## config.mk

```make
export PLATFORM = sky130hd
export DESIGN_NAME = btn_conditioner
export DESIGN_NICKNAME = d
export VERILOG_FILES = /design/src/rtl/btn_conditioner.sv
export SDC_FILE = /design/constraint.sdc
export NUM_CORES = 1
export LEC_CHECK = 0
export CORE_MARGIN = 1.5
export CORE_UTILIZATION = 59
export DETAILED_ROUTE_END_ITERATION = 8
export PLACE_DENSITY = 0.89
export SKIP_CTS_REPAIR_TIMING = 1
export SKIP_LAST_GASP = 1
export SYNTH_ARGS = -nofsm -noshare
export SYNTH_HDL_FRONTEND = slang
export SYNTH_SLANG_ARGS = --single-unit
```

## constraint.sdc

```tcl
create_clock -name clk -period 2.4 [get_ports clk]
set_input_delay 0.36 -clock clk [delete_from_list [all_inputs] [get_ports clk]]
set_output_delay 0.36 -clock clk [all_outputs]
set_load 0.05 [all_outputs]
```

## src/rtl/btn_conditioner.sv

```systemverilog
// Synchronises, debounces and edge-detects N_BTN raw buttons; held level, press/release pulses, lowest-index press encoder.
// Latency: a clean pin edge reaches held_o/press_o/release_o DB_CYCLES+2 clocks after the first sampling edge; encoder is combinational from press.
// Backpressure: none; pulses last one cycle, and presses masked by lockout_i on the accepting edge are dropped, not deferred.
module btn_conditioner #(
    parameter int N_BTN     = 8,
    parameter int DB_WIDTH  = 16,
    parameter int DB_CYCLES = 50000
) (
    input  logic                                   clk,
    input  logic                                   rst_n,
    input  logic [N_BTN-1:0]                       btn_raw_i,
    input  logic [N_BTN-1:0]                       lockout_i,
    output logic [N_BTN-1:0]                       held_o,
    output logic [N_BTN-1:0]                       press_o,
    output logic [N_BTN-1:0]                       release_o,
    output logic                                   press_valid_o,
    output logic [((N_BTN > 1) ? $clog2(N_BTN) : 1)-1:0] press_idx_o,
    output logic                                   press_multi_o
);
    localparam int IDX_W = (N_BTN > 1) ? $clog2(N_BTN) : 1;
    localparam logic [DB_WIDTH-1:0] CNT_LAST = DB_WIDTH'(DB_CYCLES - 1);

    logic [N_BTN-1:0]    s1_q, s2_q, db_q, db_d;
    logic [N_BTN-1:0]    press_q, press_d, release_q, release_d;
    logic [DB_WIDTH-1:0] cnt_q [N_BTN];
    logic [DB_WIDTH-1:0] cnt_d [N_BTN];
    logic [IDX_W-1:0]    idx;

    // Any cycle where the synchronised pin agrees with db restarts the run.
    always_comb begin
        db_d = db_q;
        for (int i = 0; i < N_BTN; i++) begin
            cnt_d[i] = cnt_q[i];
            if (s2_q[i] == db_q[i]) begin
                cnt_d[i] = '0;
            end else if (cnt_q[i] == CNT_LAST) begin
                db_d[i]  = s2_q[i];
                cnt_d[i] = '0;
            end else begin
                cnt_d[i] = cnt_q[i] + DB_WIDTH'(1);
            end
        end
        press_d   = db_d & ~db_q & ~lockout_i;
        release_d = ~db_d & db_q;
    end

    always_ff @(posedge clk or negedge rst_n) begin
        if (!rst_n) begin
            s1_q      <= '0;
            s2_q      <= '0;
            db_q      <= '0;
            press_q   <= '0;
            release_q <= '0;
            for (int i = 0; i < N_BTN; i++) begin
                cnt_q[i] <= '0;
            end
        end else begin
            s1_q      <= btn_raw_i;
            s2_q      <= s1_q;
            db_q      <= db_d;
            press_q   <= press_d;
            release_q <= release_d;
            for (int i = 0; i < N_BTN; i++) begin
                cnt_q[i] <= cnt_d[i];
            end
        end
    end

    // Scan downwards so the lowest set index wins.
    always_comb begin
        idx = '0;
        for (int i = N_BTN - 1; i >= 0; i--) begin
            if (press_q[i]) begin
                idx = IDX_W'(i);
            end
        end
    end

    assign held_o        = db_q;
    assign press_o       = press_q;
    assign release_o     = release_q;
    assign press_valid_o = |press_q;
    assign press_idx_o   = idx;
    assign press_multi_o = |(press_q & (press_q - N_BTN'(1)));
endmodule

```

# Yosys cells after proc, flatten, opt, wreduce, memory -nomap -nowiden
# Index checks and enable logic that the tools add are counted.
totals:
  reg_bits: 168
  inputBits: 18
  elab_cells: 87
op_classes:
  reduce_logical: 2
  mux: 40
  add_sub_neg: 9
  eq_ne: 16
  n_bitwise: 7
ops:
  columns: ["operator", "n"]
  rows:
  - ["16-bit 2-to-1 mux", 16]
  - ["16-bit by 1-bit adder with 16-bit output (second input constant)", 8]
  - ["16-bit == test (second input constant)", 8]
  - ["8-bit AND", 4]
  - ["3-bit 2-to-1 mux", 8]
  - ["8-bit inverter", 3]
  - ["1-bit 2-to-1 mux", 16]
  - ["8-bit OR reduction", 2]
  - ["1-bit == test", 8]
  - ["8-bit by 1-bit subtractor with 8-bit output (second input constant)", 1]

# Depth between registers and ports, before layout
# Gate-level depths: netlist of run 1.
depth:
  word_depth: 8
  ltp_mapped: 6

# Worst setup path before layout of run 1
# Ideal clock, no wire load.
synth_path:
  path_kind: "flip-flop to output port"
  start: "register press_q[7], in the netlist press_o[7]"
  end: "output port press_idx_o[1] in the netlist's numbering"
  stages_incl_launch_ff: 5
  arrival_ps: 2057
  slack_ps: -17
  t_required_ps: 2040
  cell_sequence: "dfrtp_1 > nor2_1 > nor3_1 > nor3_1 > nor3_1"
synth_between:
  elab_chain_cells: 8
synth_rtl:
  columns: ["element", "line_no", "source"]
  rows:
  - ["start, declared", "24", "logic [N_BTN-1:0] press_q, press_d, release_q, release_d;"]
  - ["start signal, assigned", "61", "press_q <= press_d;"]
  - ["3-bit 2-to-1 mux (8 in series)", "73", "if (press_q[i]) begin"]
  - ["end, declared", "17", "output logic [((N_BTN > 1) ? $clog2(N_BTN) : 1)-1:0] press_idx_o,"]
# No other way between the ends.

# Worst setup path after layout of run 1
layout_path:
  start: "register press_q[0], in the netlist press_o[0]"
  end: "output port press_multi_o"
layout_between:
  elab_chain_cells: 3
layout_rtl:
  columns: ["element", "line_no", "source"]
  rows:
  - ["8-bit by 1-bit subtractor with 8-bit output", "84", "assign press_multi_o = |(press_q & (press_q - N_BTN'(1)));"]
  - ["8-bit AND *", "84", null]
  - ["8-bit OR reduction *", "84", null]
  - ["end, declared", "18", "output logic press_multi_o"]
# Every way passes the cells marked *; elsewhere a longest branch is shown, timed or not.

==> metrics.md, run 1 <==
| Metric | Value |
|---|---|
| Outcome | completed |
| Clk buf depth | 2 |
| DR vias | 5673 |
| Post-synthesis async set-or-reset flop share | 100% |
| Synthesis Warnings | 0 |
| Global routing's busiest layer | met2 |
| Cells along the critical path | or4_4 > nor3_2 > o22ai_1 > buf_4 |
| Fillers | 862 |
| Top cells by area, synth | dfrtp_1, xnor2_1, nor2_1 |
| Leak | 3.73 nW |
| Starting Density | 60.9% |
| Post-synth net total | 755 |
| Area of the die | 13800 sq um |
| #FFs+latches synth | 168 |
| Unique masters post-synth | 39 |
| Largest net degree at the start of global routing | 66 |
| Sequential share of the synthesized area | 54.2% |
| Clk root buf | clkbuf_16 |
| Worst Hold Path EP | s2_q[6] |
| Cells after synthesis | 729 |
| EDFF count, synth | 0 |
| Crit-path max FO | 6 |
| Post-synthesis mux area share | 1.31% |
| DR DRC count | 0 |
| # IOs | 47 |
| HP Class | reg2reg |
| CTS clock-pin slew for the worst setup and hold paths | 0.06 ns |
| CP Capture Type | output port |
| Bufs and invs on worst path | 1 |
| Most frequent cell after synthesis | dfrtp_1 |
| Final count of hold timing violations | 0 |
| Fmax | 419 MHz |
| Crit path kind | reg2out |
| CTS tree | done |
| Share of cells above drive strength 1 | 9.98% |
| GR Util met1 | 30.6% |
| Slew headroom | 58.6% |
| Setup WS post-layout | 0.0135 ns |
| GRT Residual Overflow | 0 |
| Post-Synth XOR/XNOR Area | 13.3% |
| CTS Buf Count | 17 |
| Cells on worst reg2reg path | 4 |
| Logic pwr share | 3.5% |
| Initial antenna violation count | 0 |
| CP top delay family | simple AND/OR/NAND/NOR gates |
| Clk pwr share | 47.5% |
| Final setup fails | 0 |
| Gpl congestion | 0.879 |
| Fin crit share | 99.4% |
| Mapped Avg Cell Area | 10.6 sq um |
| Worst path arrival time | 2.03 ns |
| MaxCap Viol Count | 0 |
| Area fraction of the dominant cell type after synthesis | 54.2% |
| Top FF cell, synth | dfrtp_1 |
| Hpwl dp | 10900 microns |
| Vias in the first global route | 5783 |
| Clk sink count | 168 |
| Antenna diode instance count | 0 |
| First-pass GRT wire length | 27200 microns |
| Hold path depth | 0 |
| DR WL/cell | 16.3 microns |
| Port bufs | 46 |
| DR pass1 iterations | 4 |
| CORE AREA | 12700 sq um |
| Simple-Gate Fraction of Synth Area | 25.9% |
| Register Area | 4210 sq um |
| GR Layer Usage met2 | 40.5% |
| Min Clock Period, post-route | 2.39 ns |
| Drt via density | 5.77 |
| Synth Area in Compound Gates | 2.15% |
| Psw | 1.22 mW |
| Reg-to-reg startpoint | cnt_q[32] |
| GR Util met3 | 5.43% |
| Critical R2R Capture | held_o[5] |
| Layout Nets | 826 |
| Worst Max-Slew Pin Slew | 0.622 ns |
| Hold wc startpoint | s1_q[6] |
| Die Ht | 118 microns |
| Area growth syn-to-layout | 18.2% |
| R2R Setup Slk | 0.41 ns |
| Synth cell count leaders | dfrtp_1, nor2_1, xnor2_1 |
| Die Width | 118 microns |
| Slowest CP cell | or4_4 |
| Required @ worst endpoint | 2.04 ns |
| Total power draw | 5.97 mW |
| CP startpoint kind | flip-flop |
| Cell Area, Synth | 7750 sq um |
| Synth Area in Adders | 1.42% |
| Area used by multi-input combinational logic | 3440 sq um |
| Layout Skew | 0.00913 ns |
| Power Dens Cells | 652 nW/um^2 |
| WP depth | 4 |
| Sequential power share | 49.0% |
| Largest family of logic cells by synthesized area | simple AND/OR/NAND/NOR gates |
| Initial DRC count | 440 |
| FP Rows | 41 |
| Switching share of total power | 20.5% |
| Dpl ws | 0.439 ns |
| Overall Global Routing Usage | 24.3% |
| Hold WS | 0.346 ns |
| Final max-slew violation count | 0 |
| Routed WL | 16000 microns |
| Max IR drop VDD | 0.000592 V |
| Yosys top cell by area | dfrtp_1 |
| Clk_lat worst skew | 0.43 ns |
| H-tree depth | 4 |
| Final ANT Viol Nets | 0 |
| Max incr delay on CP | 0.58 ns |
| Pint | 4.75 mW |
[placed cells by master, fill, tap and decap left out, types with 6 or more instances in the layout]
master           instances
and2_1                   7
clkdlybuf4s50_1         40
xnor2_1                 87
xor2_1                  31
nor2_1                 149
nand3_1                 39
nor3_1                  23
nor4_1                  33
ha_1                     8
and3_1                  11
nand4_1                 35
inv_1                   21
nand3b_1                 6
buf_4                   18
dfrtp_1                167
or4_4                    7
clkbuf_16               17
nand2_1                 29
nor4b_2                  9
nor3b_1                  8
[power groups by stage]
stage,clock (mW),combinational [mW],sequential [mW]
6_report,2.83,0.212,2.93
5_1_grt,3.01,0.241,2.93
2_1_floorplan,0,0.0879,2.96
3_5_place_dp,0,0.214,2.98
3_3_place_gp,0,0.204,2.97
4_1_cts,2.88,0.215,2.93
[cells by family after synthesis]
kind of cell             Yosys count
AND/OR/NAND/NOR                  378
multiplexers                       8
adder cells (fa/ha/maj)            9
flip-flops                       168
AO/OA/AOI/OAI                     16
XOR/XNOR                         118
buffers and inverters             32
[stage by stage]
step | std cells | setup TNS (ns) | util, % | instance area [sq um]
2_1_floorplan | 729 | 0 | - | 7760
3_3_place_gp | 952 | 0 | 67.1 | 8530
3_5_place_dp | 952 | 0 | 67.1 | 8530
4_1_cts | 983 | -0.0528 | 71.9 | 9140
5_1_grt | 984 | -0.0322 | 72.0 | 9160
6_report | 984 | 0 | 72.0 | 9160
[worst max path at each step]
| stage | startpoint | endpoint |
|---|---|---|
| floorplan | press_o[0] | press_idx_o[2] |
| global placement | press_o[0] | press_multi_o |
| detailed placement | cnt_q[32] | held_o[5] |
| CTS | press_o[0] | press_multi_o |
| global route | press_o[3] | press_multi_o |
| finish | press_o[0] | press_multi_o |
[registers in the layout (all words and copies together), names as in the netlist]
name	count
held_o	8
cnt_q	128
release_o	8
press_o	8
s2_q	8
s1_q	8
[final cells by class]
| cell class | instances | area share (%) |
|---|---|---|
| clock buffer | 22 | 5.07 |
| clock inverter | 9 | 1.61 |
| inverter | 21 | 0.860 |
| multi-input combinational | 529 | 37.5 |
| sequential | 168 | 45.9 |
| tap | 172 | 2.35 |
| timing repair buffer | 63 | 6.73 |
[routing by layer]
metal / up-vias / share of wire, %
met5: - / 0
met4: 0 / 2.1
met3: 26 / 4.3
met2: 132 / 51
met1: 2842 / 42
li1: 2673 / -
No activity file was read; power rests on OpenSTA's default activity.
==> inputs of run 2 (changes only) <==
--- a/config.mk
+++ b/config.mk
@@ -11,6 +11,7 @@
 export PLACE_DENSITY = 0.89
 export SKIP_CTS_REPAIR_TIMING = 1
 export SKIP_LAST_GASP = 1
+export SLEW_MARGIN = 20
 export SYNTH_ARGS = -nofsm -noshare
 export SYNTH_HDL_FRONTEND = slang
 export SYNTH_SLANG_ARGS = --single-unit
==> results of run 2 <==
Final layout, timing and power as in run 1 (identical DEF).
